<file path="config.mk">
export PLATFORM = sky130hd
export DESIGN_NAME = lpc_host_sched
export DESIGN_NICKNAME = d
export VERILOG_FILES = /design/src/rtl/lpc_host_sched.sv
export SDC_FILE = /design/constraint.sdc
export NUM_CORES = 1
export LEC_CHECK = 0
export ABC_CLOCK_PERIOD_IN_PS = 2150
export CAP_MARGIN = 20
export CORE_ASPECT_RATIO = 0.9
export CORE_UTILIZATION = 45
export DETAILED_ROUTE_END_ITERATION = 8
export PLACE_DENSITY = 0.84
export SLEW_MARGIN = 40
export SYNTH_ARGS = -nofsm -noshare
export SYNTH_HDL_FRONTEND = slang
export SYNTH_SLANG_ARGS = --single-unit
</file>
<file path="constraint.sdc">
create_clock -name clk_i -period 2.15 [get_ports clk_i]
set_clock_uncertainty 0.15 [all_clocks]
set_input_delay 0.215 -clock clk_i [delete_from_list [all_inputs] [get_ports clk_i]]
set_output_delay 0.215 -clock clk_i [all_outputs]
set_load 0.01 [all_outputs]
</file>
<file path="src/rtl/lpc_host_sched.sv">
// Host-side LPC I/O cycle scheduler: round-robin between two requesters, then
// drives START/CYCTYPE/ADDR/DATA/TAR/SYNC with wait, error and timeout handling.
module lpc_host_sched #(
  parameter int unsigned SYNC_TIMEOUT = 8
) (
  input  logic        clk_i,
  input  logic        nrst_i,
  input  logic [1:0]  req_i,
  input  logic [1:0]  we_i,
  input  logic [31:0] addr_i,
  input  logic [15:0] wdata_i,
  output logic [1:0]  done_o,
  output logic        err_o,
  output logic [7:0]  rdata_o,
  output logic        busy_o,
  output logic        lframe_o,
  output logic [3:0]  lad_o,
  output logic        lad_oe_o,
  input  logic [3:0]  lad_i
);

  // One counter serves both the SYNC timeout and the 4-clock abort frame.
  localparam int unsigned CNT_MAX = (SYNC_TIMEOUT > 4) ? SYNC_TIMEOUT : 4;
  localparam int unsigned CNT_W   = $clog2(CNT_MAX + 1);

  typedef enum logic [4:0] {
    IDLE, START, CYCTYPE, ADDR1, ADDR2, ADDR3, ADDR4, DATA_W1, DATA_W2,
    TAR1, TAR2, SYNC, DATA_R1, DATA_R2, FTAR1, FTAR2, ABORT, ABORT_END, DONE
  } state_t;

  state_t           state_q, state_d;
  logic             gnt_q, gnt_d;
  logic             last_q, last_d;
  logic             we_q, we_d;
  logic [15:0]      addr_q, addr_d;
  logic [7:0]       wdata_q, wdata_d;
  logic [7:0]       rbuf_q, rbuf_d;
  logic             errf_q, errf_d;
  logic [CNT_W-1:0] cnt_q, cnt_d;

  logic [1:0]       done_d;
  logic             err_d;
  logic [7:0]       rdata_d;
  logic             busy_d;
  logic             lframe_d;
  logic [3:0]       lad_d;
  logic             lad_oe_d;
  logic             sel;

  // State, latched request and registered bus outputs.
  always_ff @(posedge clk_i or negedge nrst_i) begin
    if (!nrst_i) begin
      state_q  <= IDLE;
      gnt_q    <= 1'b0;
      last_q   <= 1'b1;
      we_q     <= 1'b0;
      addr_q   <= '0;
      wdata_q  <= '0;
      rbuf_q   <= '0;
      errf_q   <= 1'b0;
      cnt_q    <= '0;
      done_o   <= '0;
      err_o    <= 1'b0;
      rdata_o  <= '0;
      busy_o   <= 1'b0;
      lframe_o <= 1'b1;
      lad_o    <= 4'hF;
      lad_oe_o <= 1'b0;
    end else begin
      state_q  <= state_d;
      gnt_q    <= gnt_d;
      last_q   <= last_d;
      we_q     <= we_d;
      addr_q   <= addr_d;
      wdata_q  <= wdata_d;
      rbuf_q   <= rbuf_d;
      errf_q   <= errf_d;
      cnt_q    <= cnt_d;
      done_o   <= done_d;
      err_o    <= err_d;
      rdata_o  <= rdata_d;
      busy_o   <= busy_d;
      lframe_o <= lframe_d;
      lad_o    <= lad_d;
      lad_oe_o <= lad_oe_d;
    end
  end

  // Next state, then the outputs that belong to the state being entered.
  always_comb begin
    state_d  = state_q;
    gnt_d    = gnt_q;
    last_d   = last_q;
    we_d     = we_q;
    addr_d   = addr_q;
    wdata_d  = wdata_q;
    rbuf_d   = rbuf_q;
    errf_d   = errf_q;
    cnt_d    = cnt_q;
    done_d   = 2'b00;
    err_d    = 1'b0;
    rdata_d  = rdata_o;
    lframe_d = 1'b1;
    lad_d    = 4'hF;
    lad_oe_d = 1'b0;
    sel      = (req_i == 2'b11) ? ~last_q : req_i[1];

    case (state_q)
      IDLE: begin
        if (|req_i) begin
          state_d = START;
          gnt_d   = sel;
          last_d  = sel;
          we_d    = we_i[sel];
          addr_d  = sel ? addr_i[31:16] : addr_i[15:0];
          wdata_d = sel ? wdata_i[15:8] : wdata_i[7:0];
          errf_d  = 1'b0;
          cnt_d   = '0;
        end
      end
      START:     state_d = CYCTYPE;
      CYCTYPE:   state_d = ADDR1;
      ADDR1:     state_d = ADDR2;
      ADDR2:     state_d = ADDR3;
      ADDR3:     state_d = ADDR4;
      ADDR4:     state_d = we_q ? DATA_W1 : TAR1;
      DATA_W1:   state_d = DATA_W2;
      DATA_W2:   state_d = TAR1;
      TAR1:      state_d = TAR2;
      TAR2:      state_d = SYNC;
      SYNC: begin
        if (lad_i == 4'h0) begin
          state_d = we_q ? FTAR1 : DATA_R1;
        end else if (lad_i == 4'hA) begin
          errf_d  = 1'b1;
          state_d = FTAR1;
        end else if (cnt_q == CNT_W'(SYNC_TIMEOUT - 1)) begin
          errf_d  = 1'b1;
          cnt_d   = '0;
          state_d = ABORT;
        end else begin
          cnt_d = cnt_q + CNT_W'(1);
        end
      end
      DATA_R1: begin
        rbuf_d[3:0] = lad_i;
        state_d     = DATA_R2;
      end
      DATA_R2: begin
        rbuf_d[7:4] = lad_i;
        state_d     = FTAR1;
      end
      FTAR1:     state_d = FTAR2;
      FTAR2:     state_d = DONE;
      ABORT: begin
        if (cnt_q == CNT_W'(3)) begin
          state_d = ABORT_END;
        end else begin
          cnt_d = cnt_q + CNT_W'(1);
        end
      end
      ABORT_END: state_d = DONE;
      DONE:      state_d = IDLE;
      default:   state_d = IDLE;
    endcase

    case (state_d)
      START: begin
        lframe_d = 1'b0;
        lad_d    = 4'h0;
        lad_oe_d = 1'b1;
      end
      CYCTYPE: begin
        lad_d    = {2'b00, we_q, 1'b0};
        lad_oe_d = 1'b1;
      end
      ADDR1:   begin lad_d = addr_q[15:12]; lad_oe_d = 1'b1; end
      ADDR2:   begin lad_d = addr_q[11:8];  lad_oe_d = 1'b1; end
      ADDR3:   begin lad_d = addr_q[7:4];   lad_oe_d = 1'b1; end
      ADDR4:   begin lad_d = addr_q[3:0];   lad_oe_d = 1'b1; end
      DATA_W1: begin lad_d = wdata_q[3:0];  lad_oe_d = 1'b1; end
      DATA_W2: begin lad_d = wdata_q[7:4];  lad_oe_d = 1'b1; end
      TAR1:    lad_oe_d = 1'b1;
      ABORT: begin
        lframe_d = 1'b0;
        lad_oe_d = 1'b1;
      end
      DONE: begin
        done_d = gnt_q ? 2'b10 : 2'b01;
        err_d  = errf_q;
        if (!we_q && !errf_q) begin
          rdata_d = rbuf_q;
        end
      end
      default: ;
    endcase

    busy_d = (state_d != IDLE);
  end

endmodule

</file>
==> impl_metrics.yaml <==
sta:
  rsz0062_at_grt: "true"
  fin_crit_ps: 2140
  setup_viol: 0
  slew_headroom: 0.507
  maxSlewViolCount: 0
  tightestPinTransition_ps: 732
  fin_worst_hold_slack_ps: 200
  max_freq_mhz: 467
  period_share: 0.995
  hold_viol: 0
  fin_tns_setup_ps: 0
drt:
  wl_um: 7650
  antenna_left: 0
  drt_iter0_drc: 139
  vias_per_cell: 5.36
  drt_first_pass_iters: 4
  wl_per_cell_um: 15.2
  via_count: 2695
  drc: 0
clocking:
  cts.sinks: 63
  numCtsBuffers: 9
  clk_latency_ps: 350
  cts_tree: "yes"
  cts-root-buf: "clkbuf_8"
  path_clk_slew_ps: 80
  ctsLongestPathBuffers: 2
  h-tree-depth: 3
power:
  p_per_area_mw_per_mm2: 1250
  p_leak_nw: 1.94
  vdd.ir_drop.worst_mv: 0.553
  finalPower_mw: 5.60
placement:
  dpl.hpwl_um: 5590
  place_congestion: 0.846
  io_buffer_count: 75
synthesis:
  netlist_instances: 302
  syn_nets: 361
  netlist_area_mm2: 0.00316
  synth_flop_cell: "dfrtp_1"
  synthXorXnorAreaFrac: 0.00554
  synth_edf_count: 0
  synth_top_family_by_area: "simple AND/OR/NAND/NOR gates"
  synth_seq_area_share: 0.501
  postSynthAreaPerCell_um2: 10.5
  async_flop_share: 1.00
  synth-simple-area-share: 0.160
  post_synth_fa_ha_maj_area_fraction: 0.00396
  ys_seq_elements: 63
  yosysWarnings: 0
  muxShareOfSynthArea: 0.156
  synth-compound-area-share: 0.144
  yosysUniqueCellTypes: 54
layout:
  register_area_mm2: 0.00159
  fillers: 495
  antenna_cells: 0
  drive_gt1_frac: 0.203
  num-nets-final: 467
  area_delta_synth_final_pct: 42.0
  multi_input_area_mm2: 0.00156
worst_setup_path:
  cp.required_ps: 2230
  timing_worst_setup_path_type: "reg -> reg"
  critPathCaptureType: "flop"
  cp.arrival_ps: 2220
  start_kind: "flop"
  worstPathMaxFanout: 5
global_route:
  grt_util_met1: 0.278
  met2_usage: 0.375
  grt.met3_usage: 0.0509
  grt_usage: 0.221
  grt_max_degree: 33
  grt_pass1_wl_um: 12600
  grt.overflow.total: 0
  antenna_found_initial: 0
  grt_pass1_vias: 2724
  gr-max-usage-layer: "met2"
floorplanning:
  row_count: 28
  core_mm2: 0.00669
  fp.dieH_um: 81.5
  dieArea_mm2: 0.00737
  start_util: 0.473
  die_x_um: 90.4
  ios: 76
status:
  status: "finished, final reports clean"
flow_run:
  maxCapViolCount: 0
worst_hold_path:
  hold_class: "in -> async"
## routing by layer
metal	vias up	routed length [um]
li1	1314	-
met1	1281	3320
met2	88	3850
met3	12	393
met4	0	93
met5	-	0
## placed cells by master (no fill, tap or decap), drive strengths merged, types with 6 or more instances in the layout
cell type / count
clkdlybuf4s50: 74
a21oi: 20
mux2i: 28
nor3: 11
clkbuf: 12
nand2: 20
o21ai: 18
mux2: 17
buf: 37
dfstp: 6
nand2b: 6
nor2: 31
dfrtp: 57
## registers in the layout, summed over array words and instances, names as in the netlist, 2 cells and up
| register | flops |
|---|---|
| addr_q | 16 |
| cnt_q | 4 |
| done_o | 2 |
| lad_o | 4 |
| rbuf_q | 8 |
| rdata_o | 8 |
| state_q | 5 |
| wdata_q | 8 |
## Yosys cell counts, drive strengths merged, types with 5 or more instances
library cell / instances / area (um2)
a21oi: 20 / 100
a22o: 5 / 43.8
buf: 9 / 42.5
clkbuf: 8 / 30.0
dfrtp: 57 / 1430
dfstp: 6 / 158
inv: 5 / 18.8
mux2: 17 / 191
mux2i: 28 / 280
nand2: 20 / 75.1
nand2b: 6 / 37.5
nor2: 31 / 116
nor3: 11 / 66.3
nor4: 5 / 31.3
o21ai: 18 / 90.1
## power by group
| part | switching (mW) | total [mW] | leakage (nW) | internal, mW |
|---|---|---|---|---|
| sequential | 0.327 | 2.06 | 0.758 | 1.73 |
| combinational | 1.26 | 2.64 | 1.10 | 1.38 |
| clock | 0.459 | 0.904 | 0.0861 | 0.444 |
## final cells by class
| class | instances | area share |
|---|---|---|
| Timing Repair Buffer | 112 | 0.233 |
| Clock inverter | 4 | 0.00502 |
| Tap cell | 90 | 0.0251 |
| Clock buffer | 12 | 0.0323 |
| Multi-Input combinational cell | 217 | 0.347 |
| Inverter | 5 | 0.00418 |
| Sequential cell | 63 | 0.353 |
## what timing repair did
action | in CTS | in global routing
setup buffers | 0 | 2
setup endpoints to repair | 11 | 31
gates resized for setup | 3 | 13
pin swaps | 0 | 4
hold buffers | 1 | 0
hold endpoints to repair | 19 | 0
## worst paths after layout
kind | start | end | slack [ps] | cells past startpoint
max | state_q[2] | lad_oe_o | 10 | 6
min | nrst_i | rdata_o[5] | 200 | 2
max reg2reg | state_q[2] | lad_oe_o | 10 | 6
min reg2reg | gnt_q | done_o[0] | 320 | 1
max in group asynchronous | nrst_i | lad_o[3] | 920 | 3
min in group clk_i | gnt_q | done_o[0] | 320 | 1
## cells by family after synthesis
logic type      count (synthesis)
compound gates                 70
simple gates                   98
buf+inv                        22
mux                            46
xor+xnor                        2
flops                          63
fa+ha+maj                       1
## worst max-delay path, stage by stage (launching register included)
cell and delay (ps):
dfrtp_1 430, or4_4 600, nor3_4 240, buf_6 130
a221o_1 210, o31ai_2 80, a31o_1 190
## stage by stage
stage / util / std cells / instance area, um2 / worst slack (ps)
after floorplan: - / 302 / 3160 / 62.7
after global placement: 0.632 / 484 / 4230 / -139
after detailed placement: 0.632 / 484 / 4230 / -183
after CTS: 0.661 / 501 / 4420 / 18.7
after global routing: 0.671 / 503 / 4490 / -61.4
final: 0.671 / 503 / 4490 / 9.78
Power figures use the tool's default switching activity.
